File: src/rtl/mem_ctrl_be.sv
// rtl/mem_ctrl_be.sv - single-port byte-strobed memory with init sequencer and 1/2-cycle response pipeline
module mem_ctrl_be #(
  parameter int                    ADDR_WIDTH = 4,
  parameter int                    DEPTH      = 16,
  parameter int                    DATA_WIDTH = 32,
  parameter int                    RD_LATENCY = 1,
  parameter logic [DATA_WIDTH-1:0] INIT_VALUE = '1
) (
  input  logic                    clk_i,
  input  logic                    reset_i,
  input  logic                    req_valid_i,
  output logic                    req_ready_o,
  input  logic                    req_write_i,
  input  logic [ADDR_WIDTH-1:0]   addr_i,
  input  logic [DATA_WIDTH-1:0]   wdata_i,
  input  logic [DATA_WIDTH/8-1:0] wstrb_i,
  output logic                    rsp_valid_o,
  output logic                    rsp_write_o,
  output logic                    rsp_err_o,
  output logic [DATA_WIDTH-1:0]   rdata_o,
  output logic                    init_done_o
);

  localparam int                    NBYTES   = DATA_WIDTH / 8;
  localparam logic [ADDR_WIDTH:0]   DEPTH_W  = (ADDR_WIDTH + 1)'(DEPTH);
  localparam logic [ADDR_WIDTH-1:0] LAST_PTR = ADDR_WIDTH'(DEPTH - 1);

  typedef enum logic {ST_INIT, ST_RUN} state_e;

  state_e                  state_q, state_d;
  logic [ADDR_WIDTH-1:0]   init_ptr_q, init_ptr_d;
  logic [DATA_WIDTH-1:0]   mem_q [DEPTH];

  logic                    accept;
  logic                    in_range;
  logic [DATA_WIDTH-1:0]   rd_word;

  logic                    s1_valid_q, s1_write_q, s1_err_q;
  logic [DATA_WIDTH-1:0]   s1_rdata_q;

  always_comb begin
    state_d     = state_q;
    init_ptr_d  = init_ptr_q;
    req_ready_o = 1'b0;
    init_done_o = 1'b0;
    case (state_q)
      ST_INIT: begin
        init_ptr_d = init_ptr_q + ADDR_WIDTH'(1);
        if (init_ptr_q == LAST_PTR) state_d = ST_RUN;
      end
      ST_RUN: begin
        req_ready_o = 1'b1;
        init_done_o = 1'b1;
      end
    endcase
  end

  always_ff @(posedge clk_i) begin
    if (reset_i) begin
      state_q    <= ST_INIT;
      init_ptr_q <= '0;
    end else begin
      state_q    <= state_d;
      init_ptr_q <= init_ptr_d;
    end
  end

  assign accept   = req_valid_i & req_ready_o;
  assign in_range = {1'b0, addr_i} < DEPTH_W;
  // Read data comes from the array before this edge's update; a single port never reads and writes together.
  assign rd_word  = (in_range && !req_write_i) ? mem_q[addr_i] : '0;

  always_ff @(posedge clk_i) begin
    if (!reset_i) begin
      if (state_q == ST_INIT) begin
        mem_q[init_ptr_q] <= INIT_VALUE;
      end else if (accept && req_write_i && in_range) begin
        for (int i = 0; i < NBYTES; i++) begin
          if (wstrb_i[i]) mem_q[addr_i][8*i +: 8] <= wdata_i[8*i +: 8];
        end
      end
    end
  end

  always_ff @(posedge clk_i) begin
    if (reset_i) begin
      s1_valid_q <= 1'b0;
      s1_write_q <= 1'b0;
      s1_err_q   <= 1'b0;
      s1_rdata_q <= '0;
    end else begin
      s1_valid_q <= accept;
      if (accept) begin
        s1_write_q <= req_write_i;
        s1_err_q   <= ~in_range;
        s1_rdata_q <= rd_word;
      end
    end
  end

  generate
    if (RD_LATENCY == 2) begin : g_lat2
      logic                  s2_valid_q, s2_write_q, s2_err_q;
      logic [DATA_WIDTH-1:0] s2_rdata_q;

      always_ff @(posedge clk_i) begin
        if (reset_i) begin
          s2_valid_q <= 1'b0;
          s2_write_q <= 1'b0;
          s2_err_q   <= 1'b0;
          s2_rdata_q <= '0;
        end else begin
          s2_valid_q <= s1_valid_q;
          if (s1_valid_q) begin
            s2_write_q <= s1_write_q;
            s2_err_q   <= s1_err_q;
            s2_rdata_q <= s1_rdata_q;
          end
        end
      end

      assign rsp_valid_o = s2_valid_q;
      assign rsp_write_o = s2_write_q;
      assign rsp_err_o   = s2_err_q;
      assign rdata_o     = s2_rdata_q;
    end else begin : g_lat1
      assign rsp_valid_o = s1_valid_q;
      assign rsp_write_o = s1_write_q;
      assign rsp_err_o   = s1_err_q;
      assign rdata_o     = s1_rdata_q;
    end
  endgenerate

endmodule

File: config.mk
export PLATFORM = sky130hd
export DESIGN_NAME = mem_ctrl_be
export DESIGN_NICKNAME = d
export VERILOG_FILES = /design/src/rtl/mem_ctrl_be.sv
export SDC_FILE = /design/constraint.sdc
export NUM_CORES = 1
export LEC_CHECK = 0
export CORE_ASPECT_RATIO = 0.75
export CORE_MARGIN = 1
export CORE_UTILIZATION = 40
export CTS_BUF_LIST = sky130_fd_sc_hd__clkbuf_4 sky130_fd_sc_hd__clkbuf_8
export DETAILED_ROUTE_END_ITERATION = 7
export HOLD_SLACK_MARGIN = 0.12
export PLACE_DENSITY = 0.61
export SKIP_LAST_GASP = 1
export SLEW_MARGIN = 40
export SYNTH_ARGS = -nofsm -noshare
export SYNTH_HDL_FRONTEND = slang
export SYNTH_SLANG_ARGS = --single-unit
File: constraint.sdc
create_clock -name clk_i -period 4.05 [get_ports clk_i]
set_clock_uncertainty 0.15 [all_clocks]
set_input_delay 0.81 -clock clk_i [delete_from_list [all_inputs] [get_ports clk_i]]
set_output_delay 0.81 -clock clk_i [all_outputs]
set_load 0.005 [all_outputs]
# After elaboration in Yosys (flattened, before gate mapping)
# Memory sizes are Yosys's and may differ from the RTL's.
# Cells that the tools add are included.
# totals
register_bits	39
mem_bits_rw	512
in_bits	44
output_inout_bits	37
memories	1
# classes
n_addsub	1
n_eq_ne	1
muxes	30
n_bitwise	1
n_reduce_logical	2
# memory_table
name	words	word_bits	read_ports	rd_ports_with_merged_regs	wr	line_no	source
mem_q	16	32	1	0	1	32	logic [DATA_WIDTH-1:0] mem_q [DEPTH];
# ops
op	count
32-bit 2-to-1 mux	2
32-bit OR reduction	1
1-bit 2-to-1 mux	26
4-bit 2-to-1 mux	2
4-bit by 1-bit adder with 4-bit output, second input constant	1
4-bit == test, second input constant	1
1-bit AND	1
1-bit logical AND	1

# Logic depth before layout (Yosys ltp)
# logic_depth
depth_word	9
depth_mapped	8

# Worst setup path after synthesis
# OpenSTA, ideal clock, no wires.
# synth_path
kind	in2reg
startpoint	input port req_valid_i
endpoint	memory mem_q[12][24] (enable)
setup_time_ps	383
t_arrival_ps	2638
required_ps	3517
setup_slack_ps	879
stages	6
path_cell_list	buf_4 > nand2_2 > nor4b_4 > mux2_2 > buf_2 > nor3_1
# synth_via
elab_chain_cells	8
elab_cells_between_ends	21
classes_between	mux (18); bitwise (1); reduce/logical (2)
# synth_rtl
item	line_no	source
start, declared	11	input logic req_valid_i,
1-bit AND *	68	assign accept = req_valid_i & req_ready_o;
1-bit logical AND *	77	end else if (accept && req_write_i && in_range) begin
1-bit 2-to-1 mux	77	
1-bit 2-to-1 mux	75	if (state_q == ST_INIT) begin
1-bit 2-to-1 mux	74	if (!reset_i) begin
1-bit 2-to-1 mux (not written as such)	79	if (wstrb_i[i]) mem_q[addr_i][8*i +: 8] <= wdata_i[8*i +: 8];
32-bit OR reduction (no line)	-	
4-bit 2-to-1 mux (no line)	-	
end, declared	32	
# Mark *: on every way between the ends. The rest lies on a longest branch, timed or not.

# Final worst setup path
# layout_path
startpoint	input port wstrb_i[1]
endpoint	memory mem_q[15][20] (enable)
# layout_via
elab_chain_cells	7
elab_cells_between_ends	8
classes_between	mux (7); reduce/logical (1)
# layout_rtl
item	line_no	source
start, declared	16	input logic [DATA_WIDTH/8-1:0] wstrb_i,
1-bit 2-to-1 mux *	79	
1-bit 2-to-1 mux *	77	
1-bit 2-to-1 mux *	75	
1-bit 2-to-1 mux *	74	
1-bit 2-to-1 mux (not written as such) *	79	
32-bit OR reduction (no line) *	-	
4-bit 2-to-1 mux (no line)	-	
# Marked as above.

==> results by group <==
Outcome
  • Status: complete, no violations

Worst setup path
  • RR Endpoint: mem_q[15][20]$_DFFE_PP_
  • R2R depth: 5
  • Max FO, Critical Path: 21
  • CP delay by family, top: simple AND/OR/NAND/NOR gates
  • Buf/Inv on CP: 2
  • Data arrival, critical path: about 3100 ps
  • CP peak stage delay: roughly 600 ps
  • CP endpoint kind: flip-flop
  • Cells along the critical path: clkdlybuf4s50_1, nor4_2, nor4b_4, buf_12, mux2_2, nor3_2
  • Setup CP Type: input port to flip-flop
  • Worst r2r src: state_q$_SDFF_PP0_
  • Reg2Reg Setup Slack: approximately 1400 ps
  • Required time worst endpoint: approximately 4200 ps
  • CP max-delay cell: nor3_2
  • CP Launch Type: input port
  • Stages on worst setup path: 6

Floorplanning
  • Horiz. Die Dim: around 270 µm
  • Total core area: roughly 53000 µm²
  • Die Y: around 200 µm
  • Full die area: between 50000 and 60000 µm²
  • Initial core utilization: between 40% and 50%
  • Row cnt: between 70 and 80
  • Top Ports: around 80

Clocking
  • Hold_buf cts: 0
  • Postcts setup bufs: 0
  • Post-CTS Resized: 0
  • Longest Clk Path Bufs: 3
  • Worst-Skew Late Latency: around 630 ps
  • Root buffer cell: clkbuf_8
  • Num CTS Buffers: just over 80
  • Reg clk slew, reported paths: ~60 ps
  • CTS tree: yes
  • H-tree levels: 3
  • Clock sink count: around 550

Global routing
  • Global-route usage over all layers: between 10% and 20%
  • Global route overflow: 0
  • Initial antenna violation count: 0
  • Largest net degree at the start of global routing: slightly below 80
  • First-pass GRT wire length: between 70000 and 80000 µm
  • Vias in the first global route: ~12k

Synth
  • Yosys reg bits: approximately 550
  • Area leader, netlist: edfxtp_1
  • Syn avg cell area: around 18 µm²
  • Cell Area, Synth: between 20000 and 25000 µm²
  • Synth warn: 0
  • Synth top area share: between 70% and 80%
  • Synth top area cells: edfxtp_1, mux4_2, dfxtp_1
  • Post-synthesis cell count: between 1k and 1.5k
  • Most used DFF post-synth: edfxtp_1
  • Post-synth EDFFs: between 500 and 600
  • Mapped Nets: 1225
  • Async S/R FF share, synth: 0%
  • Proportion of synthesized chip area in sequential cells: 74.17%
  • Post-synth cell types: 46

Flow run
  • MaxCap Viol Count: 0

Power and ir drop
  • Switch Pwr: 2413 µW
  • Maximum vdd drop: roughly 330 µV
  • Final Total Pwr: roughly 11000 µW
  • PwrDens: approximately 440 nW/µm²
  • Sequential power share: approximately 55%
  • Leakage power: 0.008887 µW
  • Combinational power share: under 10%
  • Sw Ratio: 21.40%
  • Cell Int Power: around 8900 µW
  • Clock power share: 40.3%

Layout
  • Filler cells: roughly 4.5k
  • Share of cells above drive strength 1: between 20% and 30%
  • P&R area growth vs syn: 17.21%
  • Commonest non-fill, non-tap cells in the layout: edfxtp_1, clkbuf_8, buf_4, clkdlybuf4s50_1, mux2i_1
  • Post-layout nets: approximately 1.4k
  • # diodes: 0
  • Commonest non-fill, non-tap cell in the layout: edfxtp_1

Route
  • Final routed DRC violation total: 0
  • Drt via density: approximately 5.5
  • DR pass1 iterations: 5
  • WL/cell: ~25 µm
  • DR vias: around 12k
  • Detailed Route Iter0 Violations: 1080
  • Remaining antenna violation count: 0
  • Final wirelength: roughly 52000 µm

STA
  • Tmin final: 3033 ps
  • Fmax: 329.7 MHz
  • Slew Limit Fails: 0
  • Setup repair after global routing missed its margin: no
  • Worst setup slack after layout: slightly above 1000 ps
  • Final count of negative-setup-slack endpoints: 0
  • Worst Tran Pin Value: a little over 800 ps
  • Period utilization: between 70 and 80%
  • Max_slew headroom: between 40 and 50%
  • Endpoints failing hold: 0
  • Final setup TNS: 0 ps

Placed design
  • Hpwl dp: between 30000 and 40000 µm
  • Placement Setup Slack: roughly 340 ps
  • IO Port Bufs: 79
  • GPL Wtd Cong: ~0.77

Min path
  • Hold path endpoint: rsp_write_o$_SDFFE_PP0N_
  • Hold Crit Class: flip-flop to flip-flop
  • Hold Crit Start: rsp_write_o$_SDFFE_PP0N_
  • Worst Hold Depth: 2
-- routing by layer --
layer	GRT usage, %	routed length (µm)	vias to the layer above
met5	0.7895	65	-
li1	-	-	5159
met4	4.655	755	2
met3	4.030	3215	66
met2	28.47	23480	394
met1	28.48	24550	6097
-- cell type report --
class                      count  area, µm²  share of cell area [%]
tap                          712      890.9                   3.489
sequential                   551      16160                   63.28
clock buffer                 131       1572                   6.155
clock inverter                19      93.84                  0.3676
multi-input combinational    541       5259                   20.60
timing repair buffer         169       1553                   6.082
inverter                       2      7.507                 0.02940
-- power groups by stage --
stage | registers (µW) | clock network (µW) | logic, µW
2_1_floorplan | 6300 | 0 | 332
3_3_place_gp | 6310 | 0 | 532
3_5_place_dp | 6310 | 0 | 542
4_1_cts | 6190 | 4640 | 546
5_1_grt | 6180 | 4870 | 579
6_report | 6190 | 4540 | 547
-- worst reg2reg max path, cell delays in order, from the launching register on --
cell and delay, ps:
dfxtp_1 370, nand2_2 100, nor4b_4 290, buf_12 240
mux2_2 540, nor3_2 610
-- worst max path at each step --
stage / start / slack [ps] / endpoint
after detailed placement: wstrb_i[1] / 340 / mem_q[8][13]$_DFFE_PP_
after global placement: wstrb_i[0] / 260 / mem_q[5][13]$_DFFE_PP_
after global routing: wstrb_i[1] / 940 / mem_q[4][10]$_DFFE_PP_
after floorplan: req_valid_i / 880 / mem_q[12][24]$_DFFE_PP_
after CTS: wstrb_i[1] / 1030 / mem_q[8][15]$_DFFE_PP_
final: wstrb_i[1] / 1020 / mem_q[15][20]$_DFFE_PP_
-- flip-flops by register name, indices dropped and copies added (netlist names) --
register,cells
init_ptr_q,4
mem_q,512
rdata_o,32
rsp_valid_o,1
rsp_write_o,1
state_q,1
-- stage by stage --
| step | util [%] | instances | instance area (µm²) | hold slack [ps] |
|---|---|---|---|---|
| after global routing | 47.86 | 2125 | 25530 | 350.6 |
| after detailed placement | 44.67 | 1974 | 23830 | 313.7 |
| after floorplan | - | 1180 | 21780 | 302.7 |
| after CTS | 47.79 | 2124 | 25490 | 331.9 |
| final | 47.86 | 2125 | 25530 | 329.1 |
| after global placement | 44.56 | 1974 | 23770 | 315.6 |
-- kinds of logic (layout without fill, tap and decap cells) --
| kind of cell | Yosys count | in the layout | synth area share (%) |
|---|---|---|---|
| DFF | 551 | 551 | 74.17 |
| and+or+nand+nor | 191 | 191 | 4.969 |
| muxes | 183 | 183 | 12.60 |
| AOI/OAI and AO/OA | 162 | 162 | 5.945 |
| buffers and inverters | 88 | 321 | 2.119 |
| xor gates and xnor gates | 3 | 3 | 0.1206 |
| adders and majority gates | 1 | 1 | 0.05743 |
| other | 1 | 1 | 0.01722 |
-- synthesized netlist by cell type (2+ instances only) --
library cell and n:
edfxtp_1 512, dfxtp_1 39, nand2b_1 36, mux2i_2 4, o21ai_0 7, mux2_2 38, a222oi_1 2, o211ai_1 3
buf_6 5, buf_1 4, nand3_1 12, nor3_2 19, nor2b_1 7, a211oi_1 19, buf_4 16, a21oi_1 6
mux2i_1 73, o22ai_1 9, mux4_2 67, nor2_1 17, and2_1 2, o221ai_1 37, a2bb2oi_1 38, or2_2 2
nand2_1 40, nor3_1 50, xor2_1 2, a21o_1 4, a22oi_1 26, clkbuf_1 34, a221o_1 10, buf_2 26
Note: power is estimated with default switching activity, not from simulation.
